### src/rtl/ray_dir_generator.sv
// ---------------------------------------------------------------------------
// ray_dir_generator
//
// Primary-ray direction source feeding the normalization pipeline. On a
// frame request it walks an H_RES x V_RES screen in raster order (y outer,
// x inner) and emits one un-normalized camera-space direction per cycle:
//   x = (px - H_RES/2) * PIXEL_SCALE
//   y = (V_RES/2 - py) * PIXEL_SCALE
//   z = -FOCAL
// All values are WIDTH-bit two's complement, Q_BITS fractional bits.
//
// Optional feature: define RAYGEN_JITTER_EN to add per-pixel sub-pixel
// jitter from a 16-bit Fibonacci LFSR (taps 16,14,13,11, seed 16'hACE1).
// Without the macro no LFSR logic is built.
//
// Ports:
//   clk          clock
//   reset        synchronous, active-high reset
//   frame_start  one-cycle frame request, honoured only when idle
//   stall        downstream not ready; freezes the whole block
//   dir_out      {x, y, z}, x in the most significant WIDTH bits
//   valid_out    dir_out holds a ray
//   pixel_x/y    screen coordinate of the ray on dir_out
//   last_out     high with valid_out for pixel (H_RES-1, V_RES-1)
//   busy         high from frame acceptance until the last ray is consumed
//   state_dbg    FSM state (0 IDLE, 1 RUN, 2 DRAIN)
//
// Handshake: a ray is transferred on every rising edge where
// valid_out && !stall. While stall is high nothing inside the block moves,
// so dir_out/valid_out and all coordinates hold until the ray is taken.
// ---------------------------------------------------------------------------
`ifndef WIDTH
`define WIDTH 32
`endif
`ifndef Q_BITS
`define Q_BITS 16
`endif

module ray_dir_generator #(
    parameter int WIDTH       = `WIDTH,
    parameter int Q_BITS      = `Q_BITS,
    parameter int H_RES       = 640,
    parameter int V_RES       = 480,
    parameter int PIXEL_SCALE = 1 << (Q_BITS - 8),
    parameter int FOCAL       = 1 << Q_BITS
) (
    input  logic                       clk,
    input  logic                       reset,
    input  logic                       frame_start,
    input  logic                       stall,
    output logic [3*WIDTH-1:0]         dir_out,
    output logic                       valid_out,
    output logic [$clog2(H_RES)-1:0]   pixel_x,
    output logic [$clog2(V_RES)-1:0]   pixel_y,
    output logic                       last_out,
    output logic                       busy,
    output logic [1:0]                 state_dbg
);

    localparam int XW = $clog2(H_RES);
    localparam int YW = $clog2(V_RES);

    localparam logic [WIDTH-1:0] SCALE_W   = WIDTH'(PIXEL_SCALE);
    localparam logic [WIDTH-1:0] NEG_FOCAL = WIDTH'(-FOCAL);
    localparam logic [WIDTH-1:0] HALF_H    = WIDTH'(H_RES / 2);
    localparam logic [WIDTH-1:0] HALF_V    = WIDTH'(V_RES / 2);

    typedef enum logic [1:0] {
        S_IDLE  = 2'd0,
        S_RUN   = 2'd1,
        S_DRAIN = 2'd2
    } state_t;

    state_t            state_q;
    logic [XW-1:0]     cx_q;
    logic [YW-1:0]     cy_q;
    logic              busy_q;

    // Stage 1: screen-centred integer offsets.
    logic              s1_valid_q;
    logic              s1_last_q;
    logic [WIDTH-1:0]  s1_ox_q;
    logic [WIDTH-1:0]  s1_oy_q;
    logic [XW-1:0]     s1_x_q;
    logic [YW-1:0]     s1_y_q;

    // Stage 2: output registers.
    logic              valid_q;
    logic              last_q;
    logic [3*WIDTH-1:0] dir_q;
    logic [XW-1:0]     px_q;
    logic [YW-1:0]     py_q;

    logic              issue;
    logic              cx_wrap;
    logic              last_pix;
    logic [WIDTH-1:0]  ox_d;
    logic [WIDTH-1:0]  oy_d;
    logic [WIDTH-1:0]  dir_x_d;
    logic [WIDTH-1:0]  dir_y_d;
    logic [WIDTH-1:0]  jit_x;
    logic [WIDTH-1:0]  jit_y;

    assign issue    = (state_q == S_RUN) && !stall;
    assign cx_wrap  = (cx_q == XW'(H_RES - 1));
    assign last_pix = cx_wrap && (cy_q == YW'(V_RES - 1));

    // Coordinates are zero-extended before the subtraction so the result is
    // the signed offset from the screen centre in WIDTH-bit two's complement.
    assign ox_d = WIDTH'(cx_q) - HALF_H;
    assign oy_d = HALF_V - WIDTH'(cy_q);

    // The low WIDTH bits of a product are identical for signed and unsigned
    // operands, so a plain multiply yields the two's complement result.
    // Offset is an integer and PIXEL_SCALE is already in Q format, hence no
    // shift afterwards.
    assign dir_x_d = (s1_ox_q * SCALE_W) + jit_x;
    assign dir_y_d = (s1_oy_q * SCALE_W) + jit_y;

`ifdef RAYGEN_JITTER_EN
    localparam logic [15:0] LFSR_SEED = 16'hACE1;

    logic [15:0] lfsr_q;
    logic [15:0] s1_jit_q;
    logic        lfsr_fb;

    assign lfsr_fb = lfsr_q[15] ^ lfsr_q[13] ^ lfsr_q[12] ^ lfsr_q[10];

    // The value present when a pixel issues travels with it through S1, and
    // the register advances once per issued pixel.
    always_ff @(posedge clk) begin
        if (reset) begin
            lfsr_q   <= LFSR_SEED;
            s1_jit_q <= '0;
        end else if (!stall) begin
            if (state_q == S_IDLE && frame_start) begin
                lfsr_q <= LFSR_SEED;
            end else if (issue) begin
                lfsr_q <= {lfsr_q[14:0], lfsr_fb};
            end
            if (issue) begin
                s1_jit_q <= lfsr_q;
            end
        end
    end

    assign jit_x = {{(WIDTH-8){s1_jit_q[7]}},  s1_jit_q[7:0]};
    assign jit_y = {{(WIDTH-8){s1_jit_q[15]}}, s1_jit_q[15:8]};
`else
    assign jit_x = '0;
    assign jit_y = '0;
`endif

    always_ff @(posedge clk) begin
        if (reset) begin
            state_q    <= S_IDLE;
            cx_q       <= '0;
            cy_q       <= '0;
            busy_q     <= 1'b0;
            s1_valid_q <= 1'b0;
            s1_last_q  <= 1'b0;
            s1_ox_q    <= '0;
            s1_oy_q    <= '0;
            s1_x_q     <= '0;
            s1_y_q     <= '0;
            valid_q    <= 1'b0;
            last_q     <= 1'b0;
            dir_q      <= '0;
            px_q       <= '0;
            py_q       <= '0;
        end else if (!stall) begin
            case (state_q)
                S_IDLE: begin
                    if (frame_start) begin
                        state_q <= S_RUN;
                        cx_q    <= '0;
                        cy_q    <= '0;
                        busy_q  <= 1'b1;
                    end
                end
                S_RUN: begin
                    if (cx_wrap) begin
                        cx_q <= '0;
                        cy_q <= last_pix ? '0 : cy_q + 1'b1;
                    end else begin
                        cx_q <= cx_q + 1'b1;
                    end
                    if (last_pix) begin
                        state_q <= S_DRAIN;
                    end
                end
                S_DRAIN: begin
                    // stall is low here, so a valid last ray is consumed now.
                    if (valid_q && last_q) begin
                        state_q <= S_IDLE;
                        busy_q  <= 1'b0;
                    end
                end
                default: begin
                    state_q <= S_IDLE;
                    busy_q  <= 1'b0;
                end
            endcase

            s1_valid_q <= issue;
            if (issue) begin
                s1_ox_q   <= ox_d;
                s1_oy_q   <= oy_d;
                s1_x_q    <= cx_q;
                s1_y_q    <= cy_q;
                s1_last_q <= last_pix;
            end

            valid_q <= s1_valid_q;
            last_q  <= s1_valid_q && s1_last_q;
            if (s1_valid_q) begin
                dir_q <= {dir_x_d, dir_y_d, NEG_FOCAL};
                px_q  <= s1_x_q;
                py_q  <= s1_y_q;
            end
        end
    end

    assign dir_out   = dir_q;
    assign valid_out = valid_q;
    assign pixel_x   = px_q;
    assign pixel_y   = py_q;
    assign last_out  = last_q;
    assign busy      = busy_q;
    assign state_dbg = state_q;

endmodule

### config.mk
export PLATFORM = sky130hd
export DESIGN_NAME = ray_dir_generator
export DESIGN_NICKNAME = d
export VERILOG_FILES = /design/src/rtl/ray_dir_generator.sv
export SDC_FILE = /design/constraint.sdc
export NUM_CORES = 1
export LEC_CHECK = 0
export BUFFER_PORTS_ARGS = -buffer_cell sky130_fd_sc_hd__clkbuf_2
export CORE_AREA = 2 2 102 104
export CTS_CLUSTER_DIAMETER = 100
export DETAILED_ROUTE_END_ITERATION = 7
export DIE_AREA = 0 0 104 106
export GPL_ROUTABILITY_DRIVEN = 0
export PLACE_DENSITY_LB_ADDON = 0.25
export RECOVER_POWER = 50
export SYNTH_ARGS = -nofsm -noshare
export SYNTH_HDL_FRONTEND = slang
export SYNTH_SLANG_ARGS = --single-unit
### constraint.sdc
create_clock -name clk -period 2.3 [get_ports clk]
set_input_delay 0 -clock clk [delete_from_list [all_inputs] [get_ports clk]]
set_output_delay 0 -clock clk [all_outputs]
set_load 0.02 [all_outputs]
* Word-level counts from Yosys, hierarchy flattened *
Cells that the tools add are included.

word-level totals
  bits in registers = 136
  input bits = 4

operators by class
  add/subtract/negate cells = 4
  equality and inequality tests = 8
  muxes and demuxes = 14
  bitwise gates (word level) = 2
  reductions and logical operators = 13

operator list
  cell                                                                   number
  9-bit two-way mux                                                      3
  10-bit two-way mux                                                     2
  10-bit case mux with 2 select lines                                    1
  9-bit case mux with 2 select lines                                     1
  4-bit AND reduction                                                    3
  10-bit by 9-bit subtractor with 11-bit output, second input constant   1
  10-bit by 1-bit adder with 10-bit output, second input constant        1
  10-bit equality test, second input constant                            1
  8-bit by 9-bit subtractor with 10-bit output, first input constant     1
  9-bit by 1-bit adder with 9-bit output, second input constant          1
  9-bit equality test, second input constant                             1
  2-bit inequality test, second input constant                           4
  2-bit two-way mux                                                      3
  2-bit case mux with 3 select lines                                     1
  1-bit logical AND                                                      4
  2-bit AND reduction                                                    2
  1-bit case mux with 3 select lines                                     1
  3-bit AND reduction                                                    1
  2-bit by 1-bit equality test with 1-bit output, second input constant  1
  2-bit equality test, second input constant                             1
  2-bit zero test                                                        1
  1-bit two-way mux                                                      2
  1-bit inverter                                                         2
  2-bit nonzero test                                                     1
  1-bit zero test                                                        1

* Logic depth before layout (Yosys ltp) *
  depth after elaboration = 5
  depth in mapped cells = 7

* Worst setup path before layout *
Ideal clock, no wire load.

  kind = register to register
  from = register state_q[0] (netlist: state_dbg[0])
  to = register cy_q[4]
  arrival = 1.680 ns
  setup slack = 0.532 ns
  cell stages (with the launch flop) = 7
  cell sequence = dfxtp_1 -> or3b_1 -> buf_6 -> buf_6 -> nor4_2 -> nor2_1 -> a311oi_2

on the way
  word-level cells in the longest chain between the ends = 3
  elaborated cells on any way between the ends = 7
  classes of those cells = 3 x eq/ne; 1 x mux; 3 x reduce/logical

ends and longest elaborated chain
  what                                                                               RTL line  RTL
  start, declared                                                                    74        state_t state_q;
  start signal, assigned                                                             156       state_q <= S_IDLE;
  start signal, assigned                                                             175       state_q <= S_RUN;
  start signal, assigned                                                             189       state_q <= S_DRAIN;
  2-bit by 1-bit equality test with 1-bit output or 2-bit zero test (tied branches)  172       case (state_q)
  2-bit inequality test (no line) or 2-bit nonzero test (tied branches)              --
  4-bit AND reduction (no line)                                                      --
  end signal, assigned                                                               184       cy_q <= last_pix ? '0 : cy_q + 1'b1;
  end, declared                                                                      76        logic [YW-1:0] cy_q;

Parallel ways exist; a longest one is shown, timed or not.
A chain may end at the register's enable or synchronous reset.

* Final worst setup path *
  from = register cy_q[0]
  to = register cy_q[3]

on the way
  word-level cells in the longest chain between the ends = 5
  elaborated cells on any way between the ends = 6
  classes of those cells = 1 x add/sub; 1 x eq/ne; 3 x mux; 1 x reduce/logical

ends and longest elaborated chain
  what                                                                                            RTL line  RTL
  parallel branches: the longest is 2 deep, another holds 9-bit by 1-bit adder with 9-bit output  --
  9-bit two-way mux (*)                                                                           184
  9-bit two-way mux (*)                                                                           182       if (cx_wrap) begin
  9-bit case mux with 2 select lines (*)                                                          172

Every way passes the cells marked *. The select of a mux whose other input is x is not followed.

==> metrics.cfg <==
[setup_path]
path_max_fanout = 8
r2r_start = cy_q[0]$_SDFFE_PP0P_
startpoint_type = register
reg2reg_slack_ns = 0.28
cp-end-kind = register
reg2reg_depth = 6
path_class = register to register
crit_end = cy_q[3]$_SDFFE_PP0P_
r2r-end = cy_q[3]$_SDFFE_PP0P_
required_ns = 2.58
cp-startpoint = cy_q[0]$_SDFFE_PP0P_
cp.arrival_ns = 2.30

[floorplan]
dieHeight_um = 106
num_rows = 37
core-area_sq_um = 10000
initial_utilization_pct = 44.0
io_pins = 124
dieArea_sq_um = 11000
dieWidth_um = 104

[synth]
synth_area_per_cell_sq_um = 7.94
synth_compound_area_share_pct = 14.3
ys_async_sr_fraction_pct = 0
ys.flop_type = dfxtp_1
synth.cell_area_sq_um = 4400
ys_seq_area_share_pct = 42.3
synth_common_cells = nand2_1 (135), dfxtp_1 (93), buf_4 (81)
yosys.area.top_type_share_pct = 42.3
synthCells = 554
yosys_warnings = 0
synthTopCellsByArea = dfxtp_1 (42%), buf_4 (14%), nand2_1 (12%), a21oi_1 (8.8%), nor2_1 (2.5%)
synth_top_family_by_area = simple AND/OR/NAND/NOR gates
muxShareOfSynthArea_pct = 0
ys_seq_elements = 93
synth_fa_ha_area_share_pct = 1.71
yosys.cell_types.count = 50
yosys.area_share.simple_pct = 21.5
synth_xor_area_share_pct = 2.39
synth_top_area_cell = dfxtp_1
synth_enable_flop_cells = 0
yosysMostFrequentCell = nand2_1

[power_and_ir_drop]
ir_worst_vdd_mv = 0.236
p_leak_nw = 1.54
power.total_mw = 3.06
powerDensity_nw_per_um2 = 665

[clock_tree]
cts_tree = built
cts.sinks = 93
post_cts_buffers = 0
numCtsBuffers = 9
cts_resized = 0
cts_root_buf = clkbuf_8
holdBufCountCts = 0
clock_path_buffers = 2
path_clk_slew_ns = 0.09
htree_num_levels = 3
worstSkewPairLatency_ns = 0.38

[hold_path]
min_path_type = primary input to register

[drt]
vias_per_cell = 4.85
drt_wl_total_um = 9070
drc_errors = 0
drt_iter0_drc = 199
wl_per_cell_um = 12.5
ant_nets = 0
dr.pass1.iters = 4
vias = 3528

[run]
maxCapViolCount = 0

[run_status]
status = finished clean

[layout]
nNetsFinal = 596
seq_area_sq_um = 1860
final_core_util_pct = 46.0
antenna_cells = 0
area_growth_syn_to_layout_pct = 4.52
drive_above_1_share_pct = 6.77
multiInputGateArea_sq_um = 1880
fillers = 1081

[sta]
finalMaxSlewViolations = 0
fin_skew_ns = 0.00817
setup_violations = 0
slew_headroom_pct = 2.69
hold_slack_ns = 0.0565
tns_ns = 0
hold_viol = 0
rsz0062_at_grt = no
tightest_slew_ns = 1.46
period_share_pct = 87.6
setup_ws_ns = 0.284
fin_crit_ns = 2.02
fmax_mhz = 496

[placement]
dp_hpwl_um = 6380
dp_slack_ns = 0.326
numPortBuffers = 91

[global_route]
grt_first_pass_wirelength_um = 14500
grt_antenna_before_repair = 0
grt_util_all_layers_pct = 16.4
grt_pass1_vias = 2959
grt_max_degree = 51
overflow = 0

## final cells by class
type	count	area share [%]
multi-input combinational	374	40.8
sequential	93	40.5
timing repair buffer	101	9.47
tap	136	3.70
clock buffer	11	3.08
clock inverter	5	1.82
inverter	7	0.572
## per-layer routing
metal | track usage [%] | vias up | part of all wire, % | routed length, um
met1 | 22.0 | 1599 | 47 | 4300
met3 | 3.99 | 14 | 7.8 | 706
met5 | 0 | - | 0 | 0
met2 | 24.9 | 131 | 43 | 3880
met4 | 7.53 | 0 | 2.1 | 191
li1 | - | 1784 | - | -
## through the flow
stage,cell area [sq um],std cells
after floorplan,4510,585
after global placement,4480,711
after detailed placement,4480,711
after CTS,4710,727
after global routing,4600,727
final,4600,727
## worst max-delay path: stages, from the launching register on
cell and delay [ns]:
dfxtp_1 0.47, ha_1 0.23, nand3_1 0.23, nor4_4 0.37, a21o_1 0.23, o21ai_0 0.12, a31o_2 0.26
## where the power goes
group          leakage [nW]  switching, mW  total [mW]  internal [mW]
registers             0.750         0.0127        1.64           1.62
logic                 0.684          0.148       0.185         0.0375
clock network         0.106          0.590        1.23          0.644
total                  1.54          0.751        3.06           2.31
## layout by cell type (no fill, tap or decap), drive strengths merged, types with 5 or more instances in the layout
master,instances
nand2,135
clkbuf,103
dfxtp,93
a21oi,77
conb,32
nor2,29
o21ai,14
nand3,10
xnor2,9
buf,9
nor3,8
inv,7
ha,6
nor2b,5
nor4,5
## worst min-delay path by stage
| stage | slack (ns) | from | cells past startpoint | to |
|---|---|---|---|---|
| 4_1_cts | 0.04 | frame_start | 3 | busy$_SDFFE_PP0P_ |
| 6_report | 0.06 | frame_start | 3 | busy$_SDFFE_PP0P_ |
| 2_1_floorplan | 0.22 | reset | 3 | cy_q[7]$_SDFFE_PP0P_ |
| 5_1_grt | 0.08 | stall | 4 | s1_valid_q$_SDFFE_PP0N_ |
| 3_3_place_gp | 0.43 | frame_start | 3 | state_dbg[0]$_SDFFE_PP0P_ |
| 3_5_place_dp | 0.43 | pixel_y[4]$_SDFFE_PP0P_ | 1 | pixel_y[4] |
## registers in the layout, summed over array words and instances, names as in the netlist
| name | flops |
|---|---|
| state_dbg | 2 |
| busy | 1 |
| dir_out | 15 |
| s1_x_q | 4 |
| s1_oy_q | 10 |
| cy_q | 9 |
| valid_out | 1 |
| last_out | 1 |
| s1_ox_q | 11 |
| s1_last_q | 1 |
| s1_y_q | 8 |
| pixel_x | 10 |
| s1_valid_q | 1 |
| cx_q | 10 |
| pixel_y | 9 |
## cell families after synthesis
logic type      after synthesis
compound gates              112
xor+xnor                     12
fa+ha+maj                     6
buf+inv                     118
flops                        93
other cells                   1
simple gates                212
Note: power is estimated with default switching activity, not from simulation.
